--- src/rtl/seg_display_mux_pkg.sv ---
// Shared constants and types for the 4-digit 7-segment display multiplexer.
package seg_display_pkg;

  localparam int unsigned SEG_W   = 7;
  localparam int unsigned DIGIT_W = 4;
  localparam int unsigned AN_W    = 4;
  localparam int unsigned IDX_W   = 2;

  typedef logic [SEG_W-1:0]   seg_t;
  typedef logic [DIGIT_W-1:0] digit_t;
  typedef logic [AN_W-1:0]    an_t;
  typedef logic [IDX_W-1:0]   idx_t;

  // Four BCD digits of one display frame.
  typedef struct packed {
    digit_t min1;
    digit_t min0;
    digit_t sec1;
    digit_t sec0;
  } digits_t;

  // Active-low segment patterns {g,f,e,d,c,b,a}.
  localparam seg_t SEG_0     = 7'b1000000;
  localparam seg_t SEG_1     = 7'b1111001;
  localparam seg_t SEG_2     = 7'b0100100;
  localparam seg_t SEG_3     = 7'b0110000;
  localparam seg_t SEG_4     = 7'b0011001;
  localparam seg_t SEG_5     = 7'b0010010;
  localparam seg_t SEG_6     = 7'b0000010;
  localparam seg_t SEG_7     = 7'b1111000;
  localparam seg_t SEG_8     = 7'b0000000;
  localparam seg_t SEG_9     = 7'b0010000;
  localparam seg_t SEG_DASH  = 7'b0111111;
  localparam seg_t SEG_BLANK = 7'b1111111;

  // Digit slot indices, rightmost first.
  localparam idx_t IDX_SEC0 = 2'd0;
  localparam idx_t IDX_SEC1 = 2'd1;
  localparam idx_t IDX_MIN0 = 2'd2;
  localparam idx_t IDX_MIN1 = 2'd3;

  // Active-low anode patterns per slot.
  localparam an_t AN_SEC0 = 4'b1110;
  localparam an_t AN_SEC1 = 4'b1101;
  localparam an_t AN_MIN0 = 4'b1011;
  localparam an_t AN_MIN1 = 4'b0111;
  localparam an_t AN_OFF  = 4'b1111;

  // Anode pattern for a slot index.
  function automatic an_t an_for(input idx_t idx);
    an_t an;
    case (idx)
      IDX_SEC0: an = AN_SEC0;
      IDX_SEC1: an = AN_SEC1;
      IDX_MIN0: an = AN_MIN0;
      default:  an = AN_MIN1;
    endcase
    return an;
  endfunction

endpackage

--- src/rtl/seg_display_mux_if.sv ---
// Digit inputs, adjust controls and display pin outputs of the display mux.
interface seg_display_mux_if;
  import seg_display_pkg::*;

  digit_t min1;
  digit_t min0;
  digit_t sec1;
  digit_t sec0;
  logic   adjust;
  logic   select;
  seg_t   seg;
  logic   dp;
  an_t    an;

  // Source of digits and adjust controls; sink of display pins.
  modport master (
    output min1, min0, sec1, sec0, adjust, select,
    input  seg, dp, an
  );

  // The display mux itself.
  modport slave (
    input  min1, min0, sec1, sec0, adjust, select,
    output seg, dp, an
  );
endinterface

--- src/rtl/seg_display_mux_decode.sv ---
// Combinational BCD to active-low 7-segment decoder; 10..15 show a dash.
module seg7_decode
  import seg_display_pkg::*;
(
  input  digit_t value_i,
  output seg_t   seg_c_o
);

  // Value to segment lookup.
  always_comb begin
    seg_c_o = SEG_DASH;
    case (value_i)
      4'd0:    seg_c_o = SEG_0;
      4'd1:    seg_c_o = SEG_1;
      4'd2:    seg_c_o = SEG_2;
      4'd3:    seg_c_o = SEG_3;
      4'd4:    seg_c_o = SEG_4;
      4'd5:    seg_c_o = SEG_5;
      4'd6:    seg_c_o = SEG_6;
      4'd7:    seg_c_o = SEG_7;
      4'd8:    seg_c_o = SEG_8;
      4'd9:    seg_c_o = SEG_9;
      default: seg_c_o = SEG_DASH;
    endcase
  end

endmodule

--- src/rtl/seg_display_mux.sv ---
// Time-multiplexes four BCD digits onto a common-anode 7-segment display,
// snapshotting the inputs once per frame and blinking the adjusted field.
module seg_display_mux
  import seg_display_pkg::*;
#(
  parameter int unsigned SCAN_DIV  = 100000,
  parameter int unsigned BLINK_DIV = 25000000
) (
  input logic              clk,
  input logic              reset,
  seg_display_mux_if.slave bus
);

  localparam int unsigned SCAN_W  = $clog2(SCAN_DIV);
  localparam int unsigned BLINK_W = $clog2(BLINK_DIV);

  logic [SCAN_W-1:0]  scan_cnt_q, scan_cnt_d;
  logic [BLINK_W-1:0] blink_cnt_q, blink_cnt_d;
  idx_t               idx_q, idx_d;
  logic               blink_phase_q, blink_phase_d;
  digits_t            snap_q, snap_d;
  seg_t               seg_q, seg_d;
  logic               dp_q, dp_d;
  an_t                an_q, an_d;

  digits_t            live;
  digits_t            src;
  digit_t             digit;
  seg_t               dec_seg;
  logic               frame_start;
  logic               scan_last;
  logic               blink_last;
  logic               blank_slot;
  logic               blank;

  assign live = '{min1: bus.min1, min0: bus.min0, sec1: bus.sec1, sec0: bus.sec0};

  seg7_decode u_decode (
    .value_i (digit),
    .seg_c_o (dec_seg)
  );

  // Next-state for scan, blink, snapshot and the display pin registers.
  always_comb begin
    frame_start   = (scan_cnt_q == '0) && (idx_q == IDX_SEC0);
    scan_last     = (scan_cnt_q == SCAN_W'(SCAN_DIV - 1));
    blink_last    = (blink_cnt_q == BLINK_W'(BLINK_DIV - 1));
    src           = frame_start ? live : snap_q;
    snap_d        = frame_start ? live : snap_q;
    scan_cnt_d    = scan_last ? '0 : scan_cnt_q + SCAN_W'(1);
    idx_d         = scan_last ? idx_q + IDX_W'(1) : idx_q;
    blink_cnt_d   = '0;
    blink_phase_d = 1'b0;
    digit         = src.sec0;
    blank_slot    = 1'b0;

    // Blink timing only runs in adjust mode so entry starts visible.
    if (bus.adjust) begin
      blink_cnt_d   = blink_last ? '0 : blink_cnt_q + BLINK_W'(1);
      blink_phase_d = blink_last ? ~blink_phase_q : blink_phase_q;
    end

    case (idx_q)
      IDX_SEC0: digit = src.sec0;
      IDX_SEC1: digit = src.sec1;
      IDX_MIN0: digit = src.min0;
      default:  digit = src.min1;
    endcase

    blank_slot = bus.select ? ((idx_q == IDX_SEC0) || (idx_q == IDX_SEC1))
                            : ((idx_q == IDX_MIN0) || (idx_q == IDX_MIN1));
    blank      = bus.adjust && blink_phase_q && blank_slot;

    seg_d = blank ? SEG_BLANK : dec_seg;
    dp_d  = blank || (idx_q != IDX_MIN0);
    an_d  = an_for(idx_q);
  end

  // State and output registers with synchronous reset.
  always_ff @(posedge clk) begin
    if (reset) begin
      scan_cnt_q    <= '0;
      idx_q         <= IDX_SEC0;
      blink_cnt_q   <= '0;
      blink_phase_q <= 1'b0;
      snap_q        <= '0;
      seg_q         <= SEG_BLANK;
      dp_q          <= 1'b1;
      an_q          <= AN_OFF;
    end else begin
      scan_cnt_q    <= scan_cnt_d;
      idx_q         <= idx_d;
      blink_cnt_q   <= blink_cnt_d;
      blink_phase_q <= blink_phase_d;
      snap_q        <= snap_d;
      seg_q         <= seg_d;
      dp_q          <= dp_d;
      an_q          <= an_d;
    end
  end

  assign bus.seg = seg_q;
  assign bus.dp  = dp_q;
  assign bus.an  = an_q;

endmodule

--- src/flat_wrapper.sv ---
// flat-port wrapper written by rule: the top's interface ports become plain ports
module seg_display_mux_flat import seg_display_pkg::*;
#(
  parameter int unsigned SCAN_DIV  = 100000,
  parameter int unsigned BLINK_DIV = 25000000
)
  (clk, reset, bus_min1, bus_min0, bus_sec1, bus_sec0, bus_adjust, bus_select, bus_seg, bus_dp, bus_an);
  seg_display_mux_if bus_i ();
  input logic clk;
  input logic reset;
  input wire logic [$bits(bus_i.min1)-1:0] bus_min1;
  input wire logic [$bits(bus_i.min0)-1:0] bus_min0;
  input wire logic [$bits(bus_i.sec1)-1:0] bus_sec1;
  input wire logic [$bits(bus_i.sec0)-1:0] bus_sec0;
  input wire logic [$bits(bus_i.adjust)-1:0] bus_adjust;
  input wire logic [$bits(bus_i.select)-1:0] bus_select;
  output wire logic [$bits(bus_i.seg)-1:0] bus_seg;
  output wire logic [$bits(bus_i.dp)-1:0] bus_dp;
  output wire logic [$bits(bus_i.an)-1:0] bus_an;
  assign bus_i.min1 = bus_min1;
  assign bus_i.min0 = bus_min0;
  assign bus_i.sec1 = bus_sec1;
  assign bus_i.sec0 = bus_sec0;
  assign bus_i.adjust = bus_adjust;
  assign bus_i.select = bus_select;
  assign bus_seg = bus_i.seg;
  assign bus_dp = bus_i.dp;
  assign bus_an = bus_i.an;
  seg_display_mux #(.SCAN_DIV(SCAN_DIV), .BLINK_DIV(BLINK_DIV)) u_core (.clk(clk), .reset(reset), .bus(bus_i));
endmodule
--- config.mk ---
export PLATFORM = sky130hd
export DESIGN_NAME = seg_display_mux_flat
export DESIGN_NICKNAME = d
export VERILOG_FILES = /design/src/rtl/seg_display_mux_pkg.sv /design/src/rtl/seg_display_mux_if.sv /design/src/rtl/seg_display_mux_decode.sv /design/src/rtl/seg_display_mux.sv /design/src/flat_wrapper.sv
export SDC_FILE = /design/constraint.sdc
export NUM_CORES = 1
export LEC_CHECK = 0
export CAP_MARGIN = 20
export CORE_MARGIN = 2
export CORE_UTILIZATION = 64
export CTS_BUF_LIST = sky130_fd_sc_hd__clkbuf_4
export DETAILED_ROUTE_END_ITERATION = 6
export GPL_ROUTABILITY_DRIVEN = 0
export PLACE_DENSITY = 0.86
export RECOVER_POWER = 25
export SETUP_SLACK_MARGIN = 0.2
export SLEW_MARGIN = 20
export SYNTH_ARGS = -nofsm -noshare
export SYNTH_HDL_FRONTEND = slang
export SYNTH_SLANG_ARGS = --single-unit
export TNS_END_PERCENT = 10
--- constraint.sdc ---
create_clock -name clk -period 3.9 [get_ports clk]
set_input_delay 0.78 -clock clk [delete_from_list [all_inputs] [get_ports clk]]
set_output_delay 0.78 -clock clk [all_outputs]
set_load 0.01 [all_outputs]
After elaboration in Yosys (flattened, before gate mapping) --
Memory sizes are Yosys's and may differ from the RTL's. A register that Yosys moved wholly into a read port is not among the register bits. Cells that the tools add are included.
Word-level totals: flip-flop bits (word level) 66, ROM bits 112, output and inout bits 12, word-level logic and storage cells 38, memories 1
Cells by class: add/sub/neg operators 3, equality and inequality tests 6, multiplexer cells 4, bitwise logic cells 2, reductions and logical operators 12
Memory list:
- (name not given) | depth 16, width 7, read ports 1, clocked after Yosys merged registers in 1, wr ports 0, RTL line seg_display_mux_decode.sv:12 | case (value_i)
Operator list (number):
- adder 25 x 1 -> 25 bit (second input constant) | 1
- == test 25 bit (second input constant) | 1
- case mux 4 bit (3 select lines) | 2
- adder 17 x 1 -> 17 bit (second input constant) | 1
- == test 17 bit (second input constant) | 1
- logical NOT 17 bit | 1
- two-way mux 16 bit | 1
- OR reduction 2 bit | 3
- == test 2 bit (second input constant) | 2
- logical AND 1 bit | 3
- logical OR 1 bit | 3
- OR reduction 3 bit | 1
- adder 2 x 1 -> 2 bit (second input constant) | 1
- == test 2 x 1 -> 1 bit (second input constant) | 1
- logical NOT 2 bit | 1
- != test 2 bit (second input constant) | 1
- inverter 1 bit | 2
- two-way mux 1 bit | 1

Depth between registers and ports, before layout --
Gate-level depths: netlist (run 1).
depth in word-level cells 5, depth in mapped cells 12, depth with buffers taken out 11

By module --
A second synthesis (run 1) with hierarchy kept.
Unflattened totals: cells, all modules 393, area total of the unflattened synthesis 3438.3 um^2
By module, submodules not included:
- seg_display_mux | times used 1, cells each 362, area an instance 3214.3 um^2, seq. area each 1461.4 um^2
- seg7_decode | times used 1, cells each 31, area an instance 224.0 um^2, seq. area each 0.0 um^2

Least setup slack after synthesis (run 1) --
Ideal clock, no wire load.
path type register -> register, start point reg u_core.idx_q[0], end point reg u_core.seg_q[4] (netlist: u_core.bus.seg[4]), library setup time 0.069 ns, arrival time 2.401 ns, data required time 3.831 ns, path slack 1.430 ns, stages on the path, launching flop included 13, period minus slack after synthesis 2.470 ns, cells stage by stage dfxtp_1 -> inv_1 -> ha_1 -> clkbuf_2 -> and4_4 -> nand3_1 -> a21boi_1 -> o41a_1 -> inv_1 -> ha_1 -> a311o_1 -> o221a_1 -> o21ai_1
On the way: cells in the longest elaborated chain, start to end 5, elaborated cells on any way between the ends 12
RTL lines:
- start: declaration | RTL line seg_display_mux.sv:19 | idx_t idx_q, idx_d;
- start signal: assignment | RTL line seg_display_mux.sv:92 | idx_q <= idx_d;
- == test 2 bit, or another cell as far along | RTL line seg_display_mux.sv:63, seg_display_mux.sv:71
- logical OR 1 bit (on tied branches) | RTL line seg_display_mux.sv:71, seg_display_mux.sv:70
- two-way mux 1 bit | RTL line seg_display_mux.sv:70 | blank_slot = bus.select ? ((idx_q == IDX_SEC0) || (idx_q == IDX_SEC1))
- logical AND 1 bit | RTL line seg_display_mux.sv:72 | blank = bus.adjust && blink_phase_q && blank_slot;
- OR reduction 2 bit (no line)
- end: declaration | RTL line seg_display_mux.sv:22 | seg_t seg_q, seg_d;
Parallel ways exist; a longest one is shown, timed or not. A chain may end at the register's enable or synchronous reset.

Final worst setup path (run 1) --
Ends and elaborated chain as after synthesis.

==> qor.csv, run 1 <==
metric;value;unit
yosysUniqueCellTypes;52;
postCtsSetupRepairBufs;0;
die_h;76.66;µm
synth_area;3378;µm²
fin_total_pwr;1.496;mW
htreeDepth;3;
worstMarginPinSlew;1023;ps
worstPathMaxFanout;9;
comb_power_share;0.154;
synth.avg_cell_area;8.890;µm²
syn_to_final_growth;14.22;%
path_class;reg -> reg;
cp.required;4240;ps
final_max_slew_viol_count;0;
intPower;1.097;mW
initial_core_util;0.6614;
core;5107;µm²
hpwlAfterDp;4673;µm
p_switching;399.2;µW
cts_tree;done;
grt_pass1_wl;11510;µm
finalHoldViolCount;0;
rows;26;
drtIter0Drc;228;
setup_viol;0;
holdWs;464.7;ps
dp_slack;935.3;ps
run_status;finished clean;
placed_area;3727;µm²
regToRegSetupSlack;840;ps
drv_cap;0;
critPathCaptureType;flip-flop;
cts_buffers;9;
fin_crit;3060;ps
synth_nets;414;
final_common_cell;dfxtp_1;
drive_above_1_share;0.07246;
worst_ep_arrival_time;3400;ps
powerDensity;387.7;nW/µm²
seq_area_frac_synth;0.4326;
cts_resized;0;
grt_max_degree;27;
final_cell_area;3859;µm²
viasPerCell;5.616;
grt_overflow;0;
cts-root-buf;clkbuf_4;
setup_ws;839.5;ps
n_antenna_cell;0;
ys_ff_latch;73;
fin_util;0.7555;
cts_sinks;73;
ant_nets;0;
synthCells;380;
dp.cells;468;
clk_latency;410;ps
io_pins;32;
wirelength;6737;µm
fin_crit_sh;0.7847;
hp-class;reg -> reg;
mostFrequentLayoutCells;73 x dfxtp_1, 63 x nor2_1, 40 x nand2_1;
swShare;0.2669;
nets;443;
die_area;5876;µm²
drt-pass1-iter-count;4;
setup_tns;0;ps
seqPwrFrac;0.530;
grt_pass1_vias;2576;
port_buffers;31;
p_leak;1.445;nW
antenna_found_initial;0;
vdd_drop_max;0.2474;mV
remaining_drc_errors;0;
clockPowerShare;0.316;
maxSlewHeadroom;0.3178;
clk_pin_slew;120;ps
final_cell_count_no_fill;484;
clockBufferDepth;2;
num_vias;2718;
clock.fmax;326.7;MHz
hold_buffers;0;
skew;11.03;ps
dieWidth;76.66;µm
grt.total_usage;0.2429;
detail_route.wl_per_cell;13.92;µm
startpoint_type;flip-flop;
yosysWarnings;0;
rsz0062_at_grt;false;
[critical path, stage by stage (launching register included)]
cell and delay, ps:
dfxtp_1 390, inv_1 110, ha_1 430, and4_1 420, nand3_1 140, a21boi_1 170
o41a_1 350, inv_1 140, ha_1 240, a311o_1 280, o221a_1 220, o21ai_1 100
[cell type report]
type | instances | area (µm²)
Tap cell | 70 | 87.58
Inverter | 9 | 33.78
Clock inverter | 5 | 55.05
Multi-Input combinational cell | 283 | 1817
Sequential cell | 73 | 1461
Timing Repair Buffer | 33 | 321.6
Clock buffer | 11 | 82.58
Fill cell | 387 | 1249
[cells in the mapped netlist (all sizes together)]
cell type   n  area share
dfxtp      73        0.43
nor2       64       0.076
nand2      42       0.050
xor2       26       0.067
nand3      20       0.030
a21oi      17       0.025
ha         14       0.052
xnor2      14       0.036
clkbuf     11       0.013
and3       10       0.020
inv         9       0.010
nor3        8       0.012
nand4       6       0.016
nor3b       6       0.015
nor4        6       0.020
o21ai       6      0.0089
a22oi       4      0.0089
buf         4      0.0063
mux2i       4       0.012
nand2b      4      0.0074
o31ai       4       0.010
and2        3      0.0056
and4        3      0.0085
nor2b       3      0.0056
a211o       2      0.0052
a21boi      2      0.0044
a221oi      2      0.0089
a222oi      2      0.0059
or2         2      0.0037
a211oi      1      0.0022
a221o       1      0.0030
a22o        1      0.0026
a311o       1      0.0030
nor4b       1      0.0026
o221a       1      0.0033
o2bb2ai     1      0.0026
o41a        1      0.0033
or3b        1      0.0026
[routing by layer]
metal | part of all wire | global-route usage | wire, µm | up-vias
met5 | 0 | 0 | 0 | -
met4 | 0.0094 | 0.07818 | 63 | 0
met3 | 0.055 | 0.07294 | 371 | 6
met2 | 0.48 | 0.4080 | 3266 | 70
met1 | 0.45 | 0.2998 | 3036 | 1287
li1 | - | - | - | 1355
[logic make-up after synthesis]
kind of cell,share of synthesized area
xor gates and xnor gates,0.1037
and+or+nand+nor,0.2733
muxes,0.01185
adders and majority gates,0.05185
AOI/OAI and AO/OA,0.09778
DFF,0.4326
buffers and inverters,0.02889
[path summary, 6_finish.rpt]
check                         from                 to  cells past startpoint
setup / recovery   u_core.idx_q[0]  u_core.bus.seg[4]                     11
hold / removal    u_core.snap_q[4]   u_core.snap_q[4]                      2
setup reg to reg   u_core.idx_q[0]  u_core.bus.seg[4]                     11
hold reg to reg   u_core.snap_q[4]   u_core.snap_q[4]                      2
[flip-flops by register name (all words and copies together), names as in the netlist]
name,cells
u_core.bus.an,4
u_core.snap_q,16
u_core.blink_phase_q,1
u_core.scan_cnt_q,17
u_core.idx_q,2
u_core.bus.seg,7
u_core.bus.dp,1
u_core.blink_cnt_q,25
[power groups by stage]
| stage | Sequential (mW) | Combinational (mW) | Clock (mW) |
|---|---|---|---|
| floorplan | 0.816 | 0.142 | 0 |
| global placement | 0.809 | 0.223 | 0 |
| detailed placement | 0.811 | 0.228 | 0 |
| CTS | 0.794 | 0.231 | 0.480 |
| global route | 0.798 | 0.250 | 0.517 |
| finish | 0.793 | 0.230 | 0.472 |
(Power assumes the default switching activity.)
==> run 2: changes to the inputs <==
- CORE_UTILIZATION: 64 -> 53
- PLACE_DENSITY: 0.86 -> 0.76
- clock period: 3.9 -> 2.7 ns (I/O delays scaled with it)
==> run 2 against run 1 <==
Against the previous run:
- clock power increased by 60%
- clock skew is 2.1 ps higher
- sequential power grew 45%
- clock-buffer cell count shrank 1
- sequential share of layout area decreased by 2.1 points
- flip-flop and latch count unchanged
- utilization shrank 9.9 points
- largest cell class unchanged
==> qor.csv, run 2 (synthesis results as in run 1) <==
metric;value;unit
slowest_delay;420;ps
port_buffers;31;
critPathCaptureType;flip-flop;
die_area;7028;µm²
setup_tns;0;ps
vdd_drop_max;0.4548;mV
p_leak;1.547;nW
worst_ep_arrival_time;2780;ps
viasPerCell;5.308;
hpwlAfterDp;4651;µm
clock.fmax;401.1;MHz
drtIter0Drc;143;
grt_pass1_wl;11060;µm
dieWidth;83.84;µm
detail_route.wl_per_cell;13.15;µm
regToRegSetupSlack;210;ps
final_cell_count_no_fill;507;
num_vias;2691;
wirelength;6668;µm
fin_crit;2493;ps
die_h;83.84;µm
startpoint_type;flip-flop;
maxSlewHeadroom;0.3311;
grt.total_usage;0.1938;
ant_nets;0;
hp-class;reg -> reg;
cp.required;2990;ps
drive_above_1_share;0.1465;
skew;13.16;ps
initial_core_util;0.5413;
grt_max_degree;26;
drt-pass1-iter-count;4;
reg_top3;u_core.blink_cnt_q (25), u_core.scan_cnt_q (17), u_core.snap_q (16);
clockBufferDepth;2;
run_status;finished clean;
critPathSlowestCell;o41a_1;
crit_chain;nor4_4 -> buf_4 -> nand4_4 -> nor2_8 -> nor2_1 -> o41a_1 -> buf_6 -> ha_1 -> nor3_1 -> o31ai_1;
setup_ws;206.7;ps
cts_tree;done;
syn_to_final_growth;21.37;%
fin_crit_sh;0.9235;
cts_buffers;9;
clk_latency;420;ps
powerDensity;558.1;nW/µm²
clk_pin_slew;110;ps
largest_reg_flops;25;
cts_sinks;73;
path_class;reg -> reg;
hold_buffers;0;
antenna_found_initial;0;
rsz0062_at_grt;true;
nFillCells;524;
cts-root-buf;clkbuf_4;
n_antenna_cell;0;
io_pins;32;
nets;459;
grt_pass1_vias;2464;
grt_overflow;0;
worstMarginPinSlew;1003;ps
final_common_cell;dfxtp_1;
worstPathMaxFanout;8;
final_max_slew_viol_count;0;
dp.cells;485;
htreeDepth;3;
top_register;u_core.blink_cnt_q;
drv_cap;0;
core;6241;µm²
dp_slack;40.35;ps
fin_total_pwr;2.288;mW
finalHoldViolCount;0;
remaining_drc_errors;0;
rows;29;
mostFrequentLayoutCells;71 x dfxtp_1, 62 x nor2_1, 40 x nand2_1;
setup_viol;0;
path_buf_inv;2;
crit_family;simple AND/OR/NAND/NOR gates;
[run 2: cell types whose count changed in the layout (fill, tap and decap cells not counted), sizes merged]
cell	previous run	this run
buf	1	17
bufinv	1	2
clkbuf	12	11
clkdlybuf4s50	30	26
clkinv	2	4
clkinvlp	1	0
dlygate4sd3	1	5
inv	10	9
[run 2: path summary, 6_finish.rpt]
kind         cells past startpoint                  from           endpoint
min reg2reg                      2     u_core.snap_q[10]  u_core.snap_q[10]
min                              2     u_core.snap_q[10]  u_core.snap_q[10]
max                             10  u_core.scan_cnt_q[3]  u_core.bus.seg[5]
max reg2reg                     10  u_core.scan_cnt_q[3]  u_core.bus.seg[5]
[run 2: metrics by stage]
stage	utilization	instance area, µm²	hold slack (ps)
final	0.6570	4100	458.0
after global routing	0.6570	4100	481.7
after CTS	0.6385	3985	459.6
after detailed placement	0.6107	3811	443.3
after global placement	0.6107	3811	439.2
after floorplan	-	3378	431.2
[run 2: worst reg2reg max path, stage by stage, from the launching register on]
cell,delay (ps)
dfxtp_4,380
nor4_4,340
buf_4,180
nand4_4,170
nor2_8,210
nor2_1,60
o41a_1,420
buf_6,160
ha_1,190
nor3_1,180
o31ai_1,90
[run 2: final cells by class]
class | instances | area, µm² | area share
Clock inverter | 6 | 82.58 | 0.02014
Clock buffer | 10 | 75.07 | 0.01831
Inverter | 9 | 33.78 | 0.008239
Multi-Input combinational cell | 283 | 1901 | 0.4635
Timing Repair Buffer | 49 | 445.4 | 0.1086
Sequential cell | 73 | 1466 | 0.3576
Tap cell | 77 | 96.34 | 0.02350
[run 2: per-layer routing]
metal  routed length, µm  vias to the layer above  track usage
met4                 127                        0      0.09238
met3                 217                       12      0.04055
met2                3165                       41       0.3193
li1                    -                     1384            -
met5                   0                        -            0
met1                3158                     1254       0.2419
[run 2: repair_timing]
item | in CTS | in global routing
setup endpoints to repair | 4 | 7
buffers inserted | 0 | 6
resized for setup | 5 | 19
pin swaps | 2 | 13
hold endpoints to repair | 0 | 0
[run 2: where the power goes]
group          internal, mW  switching [mW]
Clock                 0.382           0.375
Combinational         0.195           0.191
Sequential             1.13          0.0201
